<file path="config.mk">
export PLATFORM = sky130hd
export DESIGN_NAME = ser2par_align
export DESIGN_NICKNAME = d
export VERILOG_FILES = /design/src/rtl/ser2par_align.sv
export SDC_FILE = /design/constraint.sdc
export NUM_CORES = 1
export LEC_CHECK = 0
export CAP_MARGIN = 20
export CORE_MARGIN = 3
export CORE_UTILIZATION = 45
export CTS_CLUSTER_DIAMETER = 60
export DETAILED_ROUTE_END_ITERATION = 8
export PLACE_DENSITY_LB_ADDON = 0.08
export SKIP_LAST_GASP = 1
export SLEW_MARGIN = 20
export SYNTH_ARGS = -nofsm -noshare
export SYNTH_HDL_FRONTEND = slang
export SYNTH_SLANG_ARGS = --single-unit
</file>
<file path="constraint.sdc">
create_clock -name clk -period 2.95 [get_ports clk]
set_clock_uncertainty 0.15 [all_clocks]
set_input_delay 0.295 -clock clk [delete_from_list [all_inputs] [get_ports clk]]
set_output_delay 0.295 -clock clk [all_outputs]
set_load 0.05 [all_outputs]
</file>
<file path="src/rtl/ser2par_align.sv">
// rtl/ser2par_align.sv - comma-aligned serial-to-parallel deserializer with lock tracking
//
// Shifts one serial bit per clock into a word register, hunts for the comma
// symbol (or its complement) to find word boundaries, and declares lock after
// LOCK_COUNT consecutive commas on the same boundary. Once locked, every
// completed word is presented on par_out with a one-cycle par_valid pulse;
// LOSS_COUNT consecutive commas seen off the boundary drop lock again.
//
// Ports:
//   clk        receive clock, one serial bit sampled per rising edge
//   reset      asynchronous active-high reset
//   ser_in     serial data, MSB of each word first
//   neg        1 = invert ser_in before use
//   par_out    last complete aligned word (held between pulses)
//   par_valid  one-cycle pulse when par_out updates (locked only)
//   locked     high while in the LOCKED state
//   comma_det  one-cycle pulse when an aligned word is a comma (locked only)

module ser2par_align #(
  parameter int               WIDTH      = 10,
  parameter logic [WIDTH-1:0] COMMA      = 10'b0011111010,
  parameter int               LOCK_COUNT = 3,
  parameter int               LOSS_COUNT = 4
) (
  input  logic             clk,
  input  logic             reset,
  input  logic             ser_in,
  input  logic             neg,
  output logic [WIDTH-1:0] par_out,
  output logic             par_valid,
  output logic             locked,
  output logic             comma_det
);

  localparam int CW = $clog2(WIDTH);
  localparam int FW = $clog2(WIDTH + 1);
  localparam int GW = $clog2(LOCK_COUNT + 1);
  localparam int BW = $clog2(LOSS_COUNT + 1);

  localparam logic [CW-1:0] BIT_LAST  = CW'(WIDTH - 1);
  localparam logic [FW-1:0] FILL_MAX  = FW'(WIDTH);
  localparam logic [FW-1:0] FILL_LAST = FW'(WIDTH - 1);
  localparam logic [GW-1:0] LOCK_LAST = GW'(LOCK_COUNT - 1);
  localparam logic [BW-1:0] LOSS_LAST = BW'(LOSS_COUNT - 1);

  typedef enum logic [1:0] {
    HUNT   = 2'd0,
    SYNC   = 2'd1,
    LOCKED = 2'd2
  } state_t;

  state_t state, state_n;

  // Only the newest WIDTH-1 bits need to be kept: the incoming bit completes
  // the word combinationally, so the oldest bit would never be read.
  logic [WIDTH-2:0] sr;
  logic [CW-1:0]    bit_cnt, bit_cnt_n;
  logic [FW-1:0]    fill_cnt, fill_cnt_n;
  logic [GW-1:0]    good_cnt, good_cnt_n;
  logic [BW-1:0]    bad_cnt, bad_cnt_n;

  logic             b;
  logic [WIDTH-1:0] nsr;
  logic             fill_done;
  logic             is_comma;
  logic             boundary;
  logic             emit;
  logic             comma_hit;

  always_comb begin
    b          = ser_in ^ neg;
    nsr        = {sr, b};
    // After this edge fill_cnt+1 bits are in the word; match only once full.
    fill_done  = (fill_cnt >= FILL_LAST);
    is_comma   = fill_done && ((nsr == COMMA) || (nsr == ~COMMA));
    boundary   = (bit_cnt == BIT_LAST);
    fill_cnt_n = (fill_cnt == FILL_MAX) ? fill_cnt : fill_cnt + FW'(1);

    state_n    = state;
    bit_cnt_n  = boundary ? '0 : bit_cnt + CW'(1);
    good_cnt_n = good_cnt;
    bad_cnt_n  = bad_cnt;
    emit       = 1'b0;
    comma_hit  = 1'b0;

    unique case (state)
      HUNT: begin
        if (is_comma) begin
          bit_cnt_n  = '0;
          good_cnt_n = GW'(1);
          if (LOCK_COUNT == 1) begin
            // The comma that completes lock is itself emitted.
            state_n   = LOCKED;
            emit      = 1'b1;
            comma_hit = 1'b1;
          end else begin
            state_n = SYNC;
          end
        end
      end

      SYNC: begin
        if (boundary && is_comma) begin
          good_cnt_n = good_cnt + GW'(1);
          if (good_cnt == LOCK_LAST) begin
            state_n   = LOCKED;
            bad_cnt_n = '0;
            emit      = 1'b1;
            comma_hit = 1'b1;
          end
        end else if (!boundary && is_comma) begin
          bit_cnt_n  = '0;
          good_cnt_n = GW'(1);
        end
      end

      LOCKED: begin
        if (boundary) begin
          emit = 1'b1;
          if (is_comma) begin
            comma_hit = 1'b1;
            bad_cnt_n = '0;
          end
        end else if (is_comma) begin
          if (bad_cnt == LOSS_LAST) begin
            // Drop lock without realigning; HUNT will realign on the next comma.
            state_n    = HUNT;
            good_cnt_n = '0;
            bad_cnt_n  = '0;
          end else begin
            bad_cnt_n = bad_cnt + BW'(1);
          end
        end
      end

      default: begin
        state_n = HUNT;
      end
    endcase
  end

  always_ff @(posedge clk or posedge reset) begin
    if (reset) begin
      state <= HUNT;
    end else begin
      state <= state_n;
    end
  end

  always_ff @(posedge clk or posedge reset) begin
    if (reset) begin
      sr        <= '0;
      bit_cnt   <= '0;
      fill_cnt  <= '0;
      good_cnt  <= '0;
      bad_cnt   <= '0;
      par_out   <= '0;
      par_valid <= 1'b0;
      comma_det <= 1'b0;
      locked    <= 1'b0;
    end else begin
      sr        <= nsr[WIDTH-2:0];
      bit_cnt   <= bit_cnt_n;
      fill_cnt  <= fill_cnt_n;
      good_cnt  <= good_cnt_n;
      bad_cnt   <= bad_cnt_n;
      par_valid <= emit;
      comma_det <= comma_hit;
      locked    <= (state_n == LOCKED);
      if (emit) begin
        par_out <= nsr;
      end
    end
  end

endmodule

</file>
[Word-level counts from Yosys, hierarchy flattened]
Cells that the tools add are included.
Word-level totals
  register bits: 37
  input port bits: 4
  output and inout port bits: 13
  logic and storage cells: 75
Operators by class
  add/sub/neg operators: 4
  bitwise operators: 1
  $lt $le $gt $ge: 1
  equal/unequal tests: 16
  mux-type cells: 33
  reductions and logical operators: 10
Operators by type and width (number)
  $mux 2: 12
  $mux 3: 6
  $mux 4: 4
  $ne 2x2->1 const B: 6
  $pmux 2 s3: 2
  $eq 10x10->1 const B: 1
  $eq 10x8->1 const B: 1
  $add 4x1->4 const B: 2
  $eq 4x4->1 const B: 2
  $pmux 4 s2: 1
  $eq 2x2->1 const B: 3
  $pmux 3 s2: 1
  $reduce_and 6->1: 1
  $mux 1: 5
  $ge 4x4->1 const B: 1
  $pmux 1 s2: 2
  $reduce_and 4->1: 1
  $add 3x1->3 const B: 1
  $eq 3x2->1 const B: 1
  $logic_and 1x1->1: 3
  $ne 3x3->1 const B: 1
  $reduce_bool 3->1: 1
  $add 2x1->2 const B: 1
  $eq 2x1->1 const B: 1
  other kinds (5): 5

[Depth between registers and ports, before layout]
Gate-level depths: netlist of the first run.
  word-level depth: 8
  depth in mapped cells: 8
  mapped depth without buffers: 7

[Least setup slack after synthesis of the first run]
No wires, ideal clock.
  path type: register to register
  from: reg sr[7]
  to: reg par_out[0]
  stages on the path, launching flop included: 7
  data required time: 2675 ps
  setup slack: 748 ps
  arrival: 1927 ps
  path buffers: 1
  library setup time: 125 ps
  period minus slack after synthesis: 2202 ps
  cells stage by stage: dfrtp_1 -> or3b_1 -> or4_4 -> a211oi_2 -> o21bai_1 -> buf_6 -> mux2_4
On the way
  cells in the longest elaborated chain, start to end: 6
  elaborated cells on any way between the ends: 7
  those cells by class: eq/ne (2); mux (2); reduce/logical (3)
Ends and longest elaborated chain
  from (decl): line 56  | logic [WIDTH-2:0] sr;
  from (signal assigned): line 162  | sr <= nsr[WIDTH-2:0];
  $eq 10x8->1 or $eq 10x10->1 (tied branches): line 75  | is_comma = fill_done && ((nsr == COMMA) || (nsr == ~COMMA));
  $logic_or 1x1->1 (*): line 75
  $logic_and 1x1->1 (*): line 75
  $logic_and 1x1->1 (*): line 103  | if (boundary && is_comma) begin
  $mux 1 (*): line 103
  $pmux 1 s2 (*): line 86  | unique case (state)
  to (signal assigned): line 171  | par_out <= nsr;
  to (decl): line 29  | output logic [WIDTH-1:0] par_out,
Mark *: on every way between the ends. The rest lies on a longest branch, timed or not.
A chain may end at the register's enable or synchronous reset.

[Worst setup path in the final report of the first run]
  from: reg fill_cnt[0]
  to: reg par_out[6]
On the way
  cells in the longest elaborated chain, start to end: 5
Ends and longest elaborated chain
  from (decl): line 58  | logic [FW-1:0] fill_cnt, fill_cnt_n;
  from (signal assigned): line 164  | fill_cnt <= fill_cnt_n;
  $ge 4x4->1: line 74  | fill_done = (fill_cnt >= FILL_LAST);
  $logic_and 1x1->1: line 75
  $logic_and 1x1->1: line 103
  $mux 1: line 103
  $pmux 1 s2: line 86
No other way between the ends.

==> results of run 1 <==
==> registers in the layout, indices dropped and copies added (netlist names) <==
signal and cells:
par_out 10, sr 9, bit_cnt 4, fill_cnt 4
bad_cnt 3, good_cnt 2, state 2, comma_det 1
locked 1, par_valid 1
==> Yosys cell counts (2+ instances only) <==
cell type	number	share of area, %
nand4_1	2	0.71
dfrtp_1	37	53
a21oi_1	2	0.57
ha_1	12	8.5
nand2_1	5	1.1
o21a_1	2	0.85
inv_1	10	2.1
mux2_1	3	1.9
nand3_1	3	0.85
o21ai_0	2	0.57
o21ai_1	2	0.57
a211oi_1	2	0.85
xnor2_1	3	1.5
nor2b_1	4	1.4
nand2b_1	2	0.71
nor4_1	2	0.71
nor3_1	2	0.57
mux2_2	3	1.9
nor2_1	9	1.9
mux2_4	9	7.7
==> layout make-up <==
type	count	area, um^2
clock buffers	6	82.6
clock inverters	2	13.8
fillers	329	1630
inverters	10	37.5
multi-input cells	92	785
flip-flops and latches	37	926
well taps	48	60.1
repair buffers	19	183
==> worst max-delay path by stage <==
stage | start | end | slack, ps
after floorplan | sr[7] | par_out[0] | 750
after global placement | neg | par_out[6] | 430
after detailed placement | neg | par_out[6] | 360
after CTS | fill_cnt[0] | par_out[6] | 570
after global routing | fill_cnt[0] | par_out[6] | 360
final | fill_cnt[0] | par_out[6] | 590
==> stage by stage <==
stage / hold WS (ps) / setup WS, ps / cell area (um^2)
5_1_grt: 246 / 360 / 2090
3_3_place_gp: 253 / 434 / 1990
6_report: 192 / 586 / 2090
4_1_cts: 214 / 566 / 2090
3_5_place_dp: 261 / 357 / 1990
2_1_floorplan: 229 / 748 / 1760
==> critical path: cells and delay by family, from the launching register on <==
kind | cells | cell delay, ps
compound gates | 3 | 800
fa+ha+maj | 1 | 140
buf+inv | 3 | 390
flops | 1 | 430
mux | 1 | 340
==> metal layers <==
metal / routed length (um) / vias up / track usage (%) / part of all wire (%)
met2: 1410 / 28 / 23.8 / 45
met4: 70 / 0 / 10.9 / 2.3
li1: - / 545 / - / -
met5: 0 / - / 0 / 0
met1: 1470 / 568 / 20.6 / 47
met3: 144 / 9 / 3.89 / 4.6
==> power groups by stage <==
stage,combinational (W),clock [W],sequential (W)
2_1_floorplan,0.000127,0,0.000591
3_3_place_gp,0.000159,0,0.000592
3_5_place_dp,0.000169,0,0.000596
4_1_cts,0.000169,0.000377,0.000586
5_1_grt,0.000189,0.000407,0.000593
6_report,0.000166,0.000368,0.000586
==> kinds of logic (layout without fill, tap and decap cells) <==
group / after synthesis / after routing / share of synthesized area, %
buffers and inverters: 12 / 37 / 2.98
adders and majority gates: 12 / 12 / 8.52
muxes: 16 / 16 / 12.1
xor gates and xnor gates: 4 / 4 / 1.99
and+or+nand+nor: 38 / 38 / 12.1
AOI/OAI and AO/OA: 22 / 22 / 9.79
DFF: 37 / 37 / 52.5
==> summary.md, run 1 <==
| Metric | Value |
|---|---|
| Average size of a mapped cell | 12.5 um^2 |
| RR Startpoint | fill_cnt[0] |
| I/O Pins | 17 |
| Floorplan row count | 22 |
| Routability cong. | 0.790 |
| HP Class | in2async |
| Reg2reg path depth | 8 |
| Worst skew pair latency | 290 ps |
| Chip Height | 68.6 um |
| Htree depth | 2 |
| Final Hold Violating Endpoints | 0 |
| Vias | 1150 |
| Routed len/inst | 14.5 um |
| Nets@finish | 181 |
| Library cells used by synthesis | 45 |
| Placed Instances | 206 |
| WL final | 3.10 mm |
| Ratio of cells with drive above 1 in the final layout | 16.3% |
| YS warnings | 0 |
| Critical path startpoint category | register |
| Arrival time at the worst endpoint | 2390 ps |
| Max Cap Viol | 0 |
| Clk pwr share | 32.9% |
| # resized after CTS | 0 |
| RR Endpoint | par_out[6] |
| Post-synthesis net count | 157 |
| Initial Util | 47.4% |
| Vias in the first global route | 1199 |
| Ant. Diodes | 0 |
| Logic pwr share | 14.8% |
| Switching power | 0.000308 W |
| Main synth FF type | dfrtp_1 |
| Crit-path max cell delay | 540 ps |
| Overall routing resource usage | 16.1% |
| Async set-reset flop share out of synthesis | 100% |
| Crit Path Category | reg2reg |
| Die area | 4700 um^2 |
| Peak Freq | 423 MHz |
| Clk sinks | 37 |
| Post-Synthesis Cell Area | 1760 um^2 |
| #FFs+latches synth | 37 |
| CTS tree | done |
| Sw frac | 27.5% |
| Critical path endpoint category | register |
| Most Frequent Cell on Critical Path | inv_1 |
| Post-synth EDFFs | 0 |
| Port bufs | 16 |
| Sequential share of power | 52.3% |
| Most frequent cells in the layout | dfrtp_1, clkdlybuf4s50_1, ha_1, inv_1 |
| Violation count after the first detailed-routing iteration | 56 |
| Finished Core Util | 56.2% |
| Non-Filler Instances | 214 |
| Avg Vias per Cell | 5.37 |
| Static leakage | 0.989 nW |
| Slew margin rel. | 60.0% |
| Die width | 68.6 um |
| Endpoints failing setup | 0 |
| Crit path cell chain | inv_1 -> ha_1 -> inv_1 -> o31ai_1 -> a211oi_2 -> o21bai_1 -> buf_4 -> mux2_1 |
| Max clock buf depth | 2 |
| Maximum VDD drop | 0.336 mV |
| Power Total | 0.00112 W |
| Worst-path fanout max | 11 |
| Final period util | 80.1% |
| Tightest Pin Transition | 596 ps |
| Sequential area share after synthesis | 52.5% |
| Inserted Clock Buffers | 5 |
| P&R area growth vs syn | 18.4% |
| Gr ovfl total | 0 |
| First-pass GRT wire length | 5.38 mm |
| Status | finished clean |
| PwrDens | 536 nW/um^2 |
| Post-route DRC | 0 |
| Commonest non-fill, non-tap cell in the layout | dfrtp_1 |
| Largest net degree at the start of global routing | 25 |
| RSZ-0062 raised after global routing | no |
| Min Tclk post-route | 2360 ps |
| Clock slew at reported path FFs | 80 ps |
| Cells after Synth | 141 |
| Internal power | 0.000812 W |
| Final HPWL DP | 2.26 mm |
| CORE AREA | 3720 um^2 |
| Hold-fix buffer count after cts | 0 |
| Initial antenna violation count | 0 |
| First-pass iteration count of the detailed router | 4 |
| CTS root buffer | clkbuf_8 |
| Postcts setup bufs | 0 |
| R2r setup slk | 590 ps |
| Required @ worst endpoint | 2980 ps |
| Slowest CP cell | o31ai_1 |
| Antenna Nets Post-Route | 0 |
| Fin. max-slew vios | 0 |
| Setup TNS | 0 ps |
Note: power is estimated with default switching activity, not from simulation.
==> run 2, diff against run 1 <==
==> constraint.sdc (replaced) <==
create_clock -name clk -period 2.2 [get_ports clk]
set_clock_uncertainty 0.15 [all_clocks]
set_input_delay 0.22 -clock clk [delete_from_list [all_inputs] [get_ports clk]]
set_output_delay 0.22 -clock clk [all_outputs]
set_load 0.05 [all_outputs]
==> summary.md, run 2 (synthesis gave the netlist of run 1 again) <==
| Metric | Value |
|---|---|
| Status | finished, violations left |
| Violated checks | setup timing |
| Setup TNS | -798 ps (-798 ps) |
| Overall routing resource usage | 16.8% (+0.71 points) |
| Min Tclk post-route | 2280 ps (-82.7 ps) |
| Vias in the first global route | 1250 (+4.3%) |
| Most frequent cells in the layout | dfrtp_1, buf_4, clkdlybuf4s50_1, ha_1, inv_1 |
| PwrDens | 677 nW/um^2 (+26%) |
| Initial Util | 47.4% (unchanged) |
| Final period util | 104% (+24 points) |
| P&R area growth vs syn | 27.8% |
| First-pass iteration count of the detailed router | 4 (unchanged) |
| Static leakage | 1.06 nW (+7.6%) |
| Peak Freq | 438 MHz (+3.6%) |
| Finished Core Util | 60.6% (+4.4 points) |
| Initial antenna violation count | 0 (unchanged) |
| Required @ worst endpoint | 2230 ps (-750 ps) |
| Worst-path fanout max | 11 (unchanged) |
| Slew margin rel. | 65.6% (+5.6 points) |
| CTS root buffer | clkbuf_8 |
| Vias | 1188 (+3.3%) |
| Max clock buf depth | 2 (unchanged) |
| Commonest non-fill, non-tap cell in the layout | dfrtp_1 |
| CTS tree | done |
| Biggest regs | par_out (10), sr (9) |
| Maximum VDD drop | 0.481 mV (+43%) |
| Clk sinks | 37 (unchanged) |
| Fin. max-slew vios | 0 (unchanged) |
| Ant. Diodes | 0 (unchanged) |
| Post-route DRC | 0 (unchanged) |
| Floorplan row count | 22 (unchanged) |
| Chip Height | 68.6 um (unchanged) |
| Max Cap Viol | 0 (unchanged) |
| Routability cong. | 0.790 (about the same) |
| Die width | 68.6 um (unchanged) |
| Worst setup margin | -81.4 ps (-667 ps) |
| Gr ovfl total | 0 (unchanged) |
| Violation count after the first detailed-routing iteration | 40 (-29%) |
| Die area | 4700 um^2 (unchanged) |
| Ratio of cells with drive above 1 in the final layout | 26.2% (+10 points) |
| Nets@finish | 198 (+9.4%) |
| Power Total | 0.00152 W (+36%) |
| Htree depth | 2 (unchanged) |
| Critical path startpoint category | register |
| RSZ-0062 raised after global routing | yes |
| Routed len/inst | 13.8 um (-4.8%) |
| Final HPWL DP | 2.45 mm (+8.4%) |
| Hold-fix buffer count after cts | 0 (unchanged) |
| Antenna Nets Post-Route | 0 (unchanged) |
| Inserted Clock Buffers | 5 (unchanged) |
| Avg Vias per Cell | 5.14 (-4.3%) |
| CORE AREA | 3720 um^2 (unchanged) |
| Crit Path Category | reg2reg |
| WL final | 3.19 mm (+2.8%) |
| Worst skew pair latency | 290 ps (about the same) |
| Tightest Pin Transition | 516 ps (-79.7 ps) |
| HP Class | in2async |
| Final Hold Violating Endpoints | 0 (unchanged) |
| Largest net degree at the start of global routing | 27 (+8.0%) |
| Clock slew at reported path FFs | 70 ps (about the same) |
| Port bufs | 16 (unchanged) |
| I/O Pins | 17 (unchanged) |
| Endpoints failing setup | 13 (+13) |
| Register with the most flip-flops | par_out |
| Arrival time at the worst endpoint | 2310 ps (-80 ps) |
| Largest register FFs | 10 (unchanged) |
| Critical path endpoint category | register |
| First-pass GRT wire length | 5.77 mm (+7.2%) |
==> run 2: repair_timing <==
item | in CTS | in global routing
resized for setup | 4 | 1
pin swaps | 0 | 0
setup buffers | 1 | 0
endpoints found under the setup margin | 16 | 16
==> run 2: area by class of cell <==
class / count / area, um^2
clock buffers: 6 / 72.6
clock inverters: 2 / 15.0
fillers: 310 / 1460
inverters: 10 / 37.5
multi-input cells: 92 / 806
flip-flops and latches: 37 / 926
well taps: 48 / 60.1
repair buffers: 36 / 335
==> run 2: layer usage <==
layer	routed length [um]	share of wire, %	up-vias	track usage (%)
li1	-	-	582	-
met1	1520	48	579	22.1
met2	1490	47	20	25.9
met3	110	3.5	7	4.86
met4	58	1.8	0	6.70
met5	0	0	-	0
==> run 2: path summary, 6_finish.rpt <==
check / from / slack, ps / to / cells after the start
max in group asynchronous: reset / 1270 / fill_cnt[0] / 3
min reg2reg: sr[5] / 310 / sr[6] / 0
max: sr[7] / -80 / par_out[6] / 6
min: reset / 130 / bit_cnt[3] / 2
max reg2reg: sr[7] / -80 / par_out[6] / 6
min in group clk: sr[5] / 310 / sr[6] / 0
==> run 2: critical path: stages (launching register included) <==
cell	delay [ps]
dfrtp_1	380
or3b_1	390
or4_4	460
a211oi_2	220
o21bai_2	110
buf_12	160
mux2_1	300
==> run 2: through the flow <==
stage	setup WS, ps	instance area (um^2)	hold WS [ps]	instances
after global placement	-282	2140	253	222
after global routing	-164	2250	163	231
final	-81.4	2250	126	231
after CTS	-94.8	2250	134	231
after floorplan	-2.29	1760	226	141
after detailed placement	-335	2140	278	222
==> run 2: report_power, final <==
group          internal (W)  leakage [nW]  switching, W
Clock              0.000223        0.0374      0.000239
Combinational      0.000137         0.557      0.000139
Sequential         0.000736         0.469     0.0000491
